===== src/rtl/vga_rx_monitor.sv =====
// VGA timing recovery monitor: locks onto an incoming HS/VS/RGB stream, recovers
// active-pixel coordinates and captures one sample colour from each screen quadrant.
module vga_rx_monitor #(
  parameter int unsigned H_TOTAL   = 800,
  parameter int unsigned H_ACT_OFS = 144,
  parameter int unsigned H_ACT     = 640,
  parameter int unsigned V_TOTAL   = 525,
  parameter int unsigned V_ACT_OFS = 35,
  parameter int unsigned V_ACT     = 480
) (
  input  logic        CLK,
  input  logic        RST,
  input  logic        i_pix_stb,
  input  logic        i_hs,
  input  logic        i_vs,
  input  logic [3:0]  i_r,
  input  logic [3:0]  i_g,
  input  logic [3:0]  i_b,
  output logic [9:0]  o_x,
  output logic [8:0]  o_y,
  output logic        o_de,
  output logic [11:0] o_rgb,
  output logic        o_locked,
  output logic        o_frame_start,
  output logic [11:0] o_color_a,
  output logic [11:0] o_color_b,
  output logic [11:0] o_color_c,
  output logic [11:0] o_color_d,
  output logic        o_colors_valid
);

  // Quadrant sample points sit at the centre of each quadrant of the active area.
  localparam int unsigned QX0 = H_ACT / 4;
  localparam int unsigned QX1 = 3 * H_ACT / 4;
  localparam int unsigned QY0 = V_ACT / 4;
  localparam int unsigned QY1 = 3 * V_ACT / 4;

  localparam logic [10:0] H_LO    = 11'(H_ACT_OFS);
  localparam logic [10:0] H_HI    = 11'(H_ACT_OFS + H_ACT);
  localparam logic [10:0] V_LO    = 11'(V_ACT_OFS);
  localparam logic [10:0] V_HI    = 11'(V_ACT_OFS + V_ACT);
  localparam logic [10:0] H_LEN   = 11'(H_TOTAL);
  localparam logic [10:0] V_LEN   = 11'(V_TOTAL);
  localparam logic [9:0]  H_OFS10 = 10'(H_ACT_OFS);
  localparam logic [8:0]  V_OFS9  = 9'(V_ACT_OFS);
  localparam logic [9:0]  CAP_H0  = 10'(H_ACT_OFS + QX0);
  localparam logic [9:0]  CAP_H1  = 10'(H_ACT_OFS + QX1);
  localparam logic [9:0]  CAP_V0  = 10'(V_ACT_OFS + QY0);
  localparam logic [9:0]  CAP_V1  = 10'(V_ACT_OFS + QY1);
  localparam logic [9:0]  CNT_MAX = 10'h3FF;

  typedef enum logic [1:0] {StSearch, StCheck, StLocked} state_t;

  state_t      state;
  logic        hs_prev, vs_prev;
  logic [11:0] rgb_smp;
  logic        stb_q;
  logic [9:0]  hcnt, vcnt;
  logic [3:0]  cap_flags, flags_d, cap_hit;
  logic        hs_fall, vs_fall, line_bad, frame_bad, sat, mismatch;
  logic        in_h, in_v, de_d;

  assign hs_fall   = i_pix_stb & hs_prev & ~i_hs;
  assign vs_fall   = i_pix_stb & vs_prev & ~i_vs;
  assign line_bad  = hs_fall && (({1'b0, hcnt} + 11'd1) != H_LEN);
  assign frame_bad = vs_fall && (({1'b0, vcnt} + 11'd1) != V_LEN);
  // A counter stuck at its ceiling means an expected sync edge never arrived.
  assign sat       = i_pix_stb && ((hcnt == CNT_MAX) || (vcnt == CNT_MAX));
  assign mismatch  = line_bad | frame_bad | sat;

  assign in_h = ({1'b0, hcnt} >= H_LO) && ({1'b0, hcnt} < H_HI);
  assign in_v = ({1'b0, vcnt} >= V_LO) && ({1'b0, vcnt} < V_HI);
  assign de_d = (state == StLocked) && in_h && in_v;

  assign cap_hit[0] = de_d && (hcnt == CAP_H0) && (vcnt == CAP_V0);
  assign cap_hit[1] = de_d && (hcnt == CAP_H1) && (vcnt == CAP_V0);
  assign cap_hit[2] = de_d && (hcnt == CAP_H0) && (vcnt == CAP_V1);
  assign cap_hit[3] = de_d && (hcnt == CAP_H1) && (vcnt == CAP_V1);

  always_comb begin
    flags_d = cap_flags;
    if (stb_q) flags_d = flags_d | cap_hit;
    if (vs_fall || ((state == StLocked) && mismatch)) flags_d = 4'b0000;
  end

  // Input sampling and line/frame counters, advanced on strobes only.
  always_ff @(posedge CLK or posedge RST) begin
    if (RST) begin
      hs_prev <= 1'b1;
      vs_prev <= 1'b1;
      rgb_smp <= 12'h000;
      stb_q   <= 1'b0;
      hcnt    <= 10'd0;
      vcnt    <= 10'd0;
    end else begin
      stb_q <= i_pix_stb;
      if (i_pix_stb) begin
        hs_prev <= i_hs;
        vs_prev <= i_vs;
        rgb_smp <= {i_b, i_g, i_r};
        if (hs_fall) hcnt <= 10'd0;
        else if (hcnt != CNT_MAX) hcnt <= hcnt + 10'd1;
        if (vs_fall) vcnt <= 10'd0;
        else if (hs_fall && (vcnt != CNT_MAX)) vcnt <= vcnt + 10'd1;
      end
    end
  end

  always_ff @(posedge CLK or posedge RST) begin
    if (RST) begin
      state          <= StSearch;
      o_locked       <= 1'b0;
      o_frame_start  <= 1'b0;
      o_colors_valid <= 1'b0;
    end else begin
      o_frame_start  <= 1'b0;
      o_colors_valid <= 1'b0;
      if (i_pix_stb) begin
        unique case (state)
          StSearch: if (vs_fall) state <= StCheck;
          StCheck: begin
            if (mismatch) begin
              state <= StSearch;
            end else if (vs_fall) begin
              state    <= StLocked;
              o_locked <= 1'b1;
            end
          end
          StLocked: begin
            if (mismatch) begin
              state    <= StSearch;
              o_locked <= 1'b0;
            end else if (vs_fall) begin
              o_frame_start  <= 1'b1;
              o_colors_valid <= &cap_flags;
            end
          end
          default: begin
            state    <= StSearch;
            o_locked <= 1'b0;
          end
        endcase
      end
    end
  end

  // Pixel outputs follow the strobe by one CLK, once the counters reflect that sample.
  always_ff @(posedge CLK or posedge RST) begin
    if (RST) begin
      o_x       <= 10'd0;
      o_y       <= 9'd0;
      o_de      <= 1'b0;
      o_rgb     <= 12'h000;
      o_color_a <= 12'h000;
      o_color_b <= 12'h000;
      o_color_c <= 12'h000;
      o_color_d <= 12'h000;
      cap_flags <= 4'b0000;
    end else begin
      cap_flags <= flags_d;
      if (stb_q) begin
        o_rgb <= rgb_smp;
        o_de  <= de_d;
        if (de_d) begin
          o_x <= hcnt - H_OFS10;
          o_y <= vcnt[8:0] - V_OFS9;
        end
        if (cap_hit[0]) o_color_a <= rgb_smp;
        if (cap_hit[1]) o_color_b <= rgb_smp;
        if (cap_hit[2]) o_color_c <= rgb_smp;
        if (cap_hit[3]) o_color_d <= rgb_smp;
      end
    end
  end

endmodule


===== config.mk =====
export PLATFORM = sky130hd
export DESIGN_NAME = vga_rx_monitor
export DESIGN_NICKNAME = d
export VERILOG_FILES = /design/src/rtl/vga_rx_monitor.sv
export SDC_FILE = /design/constraint.sdc
export NUM_CORES = 1
export LEC_CHECK = 0
export CAP_MARGIN = 15
export CORE_MARGIN = 10
export CORE_UTILIZATION = 50
export CTS_CLUSTER_DIAMETER = 100
export DETAILED_ROUTE_END_ITERATION = 10
export HOLD_SLACK_MARGIN = 0.15
export PLACE_DENSITY = 0.76
export SETUP_SLACK_MARGIN = 0.1
export SLEW_MARGIN = 15
export SYNTH_ARGS = -nofsm -noshare
export SYNTH_HDL_FRONTEND = slang
export SYNTH_SLANG_ARGS = --single-unit

===== constraint.sdc =====
create_clock -name CLK -period 9.6 [get_ports CLK]
set_clock_uncertainty 0.15 [all_clocks]
set_input_delay 1.92 -clock CLK [delete_from_list [all_inputs] [get_ports CLK]]
set_output_delay 1.92 -clock CLK [all_outputs]
set_load 0.05 [all_outputs]

==> results.md <==
- Number of synthesized flops with an enable pin: 0
- Area of the core: around 0.011 mm2
- Fmax: between 200 and 250 MHz
- # IOs: 100
- Antenna fix cells: 0
- Routed WL: 13000 um
- Max Cap Viol: 0
- GRT Overall Usage: 0.165
- H-tree depth: 4
- Die ar.: 0.0160 mm2
- Slew Limit Fails: 0
- Status: finished clean
- Count of different cell masters after synthesis: 53
- CTS tree: built
- DR iter-0 viols: 294
- Vias in the first global route: 4021
- Main synth FF type: dfrtp_1
- Yosys warns: 0
- Compound-cell area share of the yosys netlist: 0.0419
- CP required: about 9.7 ns
- Setup Crit Path Kind: in2reg
- # nets final: 559
- First-pass GRT wire length: ~21000 um
- Hold Buf Count CTS: 0
- Main combinational cell family by area after synthesis: multiplexers
- RSZ-0062 raised after global routing: no
- Clock root cell: clkbuf_16
- Adder-cell area share of the yosys netlist: 0.0155
- Die Ht: 126 um
- Delay of the slowest cell on the worst path: 1.16 ns
- Synth top area share: 0.540
- Setup crit end kind: flip-flop
- Seq/Total Area, Yosys: 0.550
- Synth Cell Area: around 0.0057 mm2
- Worst Path Max Fanout: 23
- Starting Density: 0.517
- Slew HR: 0.296
- Buf+Inv Stages, Crit Path: 1
- Total gr overflow: 0
- Synth Area in XOR/XNOR: 0.0481
- Post-synthesis mux area share: 0.201
- Startpoint types: input port
- VDD IR max: 0.101 mV
- Worst r2r src: vcnt[0]
- Slowest cell on crit path: clkdlybuf4s50_1
- Cell Pwr Density: 196 mW/mm2
- LEAKAGE: 3.41 nW
- Post-Synth Simple-Gate Area: 0.104
- Least-Margin Pin Slew: 1.05 ns
- Setup Fix Bufs, Post-CTS: 0
- Routability cong.: roughly 0.87
- Via count: 3737
- Hold_sp: o_color_c[7]
- Synth Register Bits: between 100 and 150
- Crit path launch: i_pix_stb
- Inst Count DP: approximately 660
- Post-Synthesis Cells: 444
- Final antenna-violating net count: 0
- Top cells by area, synth: dfrtp_1 54%, mux2_2 15%, mux2_4 4.8%, xnor2_1 2.5%, xor2_1 2.3%
- Port Buffers: 99
- Total Power: 1.43 mW
- DR pass1 iterations: 5
- Site row count: 38
- Resized Gates After CTS: 0
- DR WL/cell: 19.0 um
- Non-Filler Instances: slightly below 700
- Final setup viols: 0
- Setup_tns: 0 ns
- Synthesized area per cell: between 10 and 15 um2
- Initial antenna violation count: 0
- Die W: about 130 um
- Num CTS Buffers: 17
- Cell taking the most area after synthesis: dfrtp_1
- Area Growth Syn to Fin: 28.9%
- CTS sink cnt: 124
- Critical path, cell by cell: clkdlybuf4s50_1, and3b_1, nor2b_1, nand4_1, xor2_1, nor2_1
- CP Data Arrival Time: 4.64 ns
- Post-Syn Nets: 468
- HPWL Detailed: between 8000 and 9000 um
- Tcrit/Tclk final: 0.473
- Most common cell in the netlist: dfrtp_1
- Filler cells: approximately 820
- Worst-path clk slew: 0.05 ns
- Tmin final: 4.54 ns
- Share of layout cells above drive strength 1: 0.240
- FFs w/ async S/R, synth: 1.00
- Hold Crit Class: reg2reg
- Clock Latency Late Sink: 0.41 ns
- Hold Violations, Final: 0
- Largest net degree at the start of global routing: 65
- Top delay family on crit path: simple AND/OR/NAND/NOR gates
- Remaining routing DRC violations: 0
- Clock buffer depth: 2
- Vias per cell: 5.46
- Synth cell count leaders: 122 x dfrtp_1, 74 x mux2_2, 33 x nor2_1, 19 x inv_1
==> routing by layer <==
layer / GRT usage / share of wire / wire (um)
met2: 0.281 / 0.52 / 6720
met3: 0.0429 / 0.051 / 667
met1: 0.195 / 0.42 / 5480
met4: 0.0683 / 0.013 / 171
met5: 0 / 0 / 0
==> report_power, final <==
part,internal [mW],total [mW],switching [mW]
clock network,0.450,0.666,0.216
registers,0.554,0.599,0.0449
logic,0.0679,0.162,0.0943
==> stage by stage <==
stage / util / hold WS, ns / setup WS (ns) / cell area, um2
detailed placement: 0.610 / 0.342 / 4.66 / 6670
global placement: 0.610 / 0.339 / 4.79 / 6670
finish: 0.666 / 0.351 / 5.06 / 7280
floorplan: - / 0.341 / 4.23 / 5650
global route: 0.666 / 0.376 / 4.78 / 7280
CTS: 0.666 / 0.354 / 5.06 / 7280
==> area by class of cell <==
type | instances | area (um2) | area share
sequential | 124 | 3110 | 0.426
multi-input combinational | 273 | 2320 | 0.318
timing repair buffer | 100 | 998 | 0.137
clock buffer | 22 | 474 | 0.0651
tap | 140 | 175 | 0.0240
clock inverter | 7 | 139 | 0.0191
inverter | 19 | 73.8 | 0.0101
==> cells by family (layout without fill, tap and decap cells) <==
| group | Yosys count | in the layout |
|---|---|---|
| compound gates | 33 | 33 |
| xor+xnor | 31 | 31 |
| fa+ha+maj | 7 | 7 |
| buf+inv | 47 | 148 |
| flops | 124 | 124 |
| mux | 95 | 95 |
| simple gates | 107 | 107 |
==> worst paths after layout <==
path | endpoint | slack (ns) | cells after the start
setup / recovery | vcnt[8] | 5.06 | 6
hold / removal | o_color_c[7] | 0.35 | 1
setup reg to reg | o_color_b[6] | 6.23 | 7
hold reg to reg | o_color_c[7] | 0.35 | 1
max in group asynchronous | o_y[6] | 6.18 | 3
min in group asynchronous | o_color_c[3] | 1.84 | 2
==> flip-flops by register name, summed over array words and instances, names as in the netlist <==
name and cells:
o_color_a 12, o_color_b 12, o_color_c 12, o_color_d 12, o_rgb 12, rgb_smp 12, hcnt 10, o_x 10
vcnt 10, o_y 9, cap_flags 4, state 2, hs_prev 1, o_colors_valid 1, o_de 1, o_frame_start 1
o_locked 1, stb_q 1, vs_prev 1
==> cell usage in the layout, fill, tap and decap left out, drive strengths merged, types with 4 or more instances in the layout <==
cell           Yosys  routed
nor2              33      33
nand2             18      18
a21oi              9       9
nand3              8       8
xnor2             16      16
clkdlybuf4s50      0      99
inv               19      19
mux2              92      92
dfrtp            122     122
nor3               6       6
xor2              15      15
nor2b              7       7
nand4             12      12
nand2b             4       4
clkbuf            12      22
bufinv             0       4
ha                 7       7
Power figures use the tool's default switching activity.
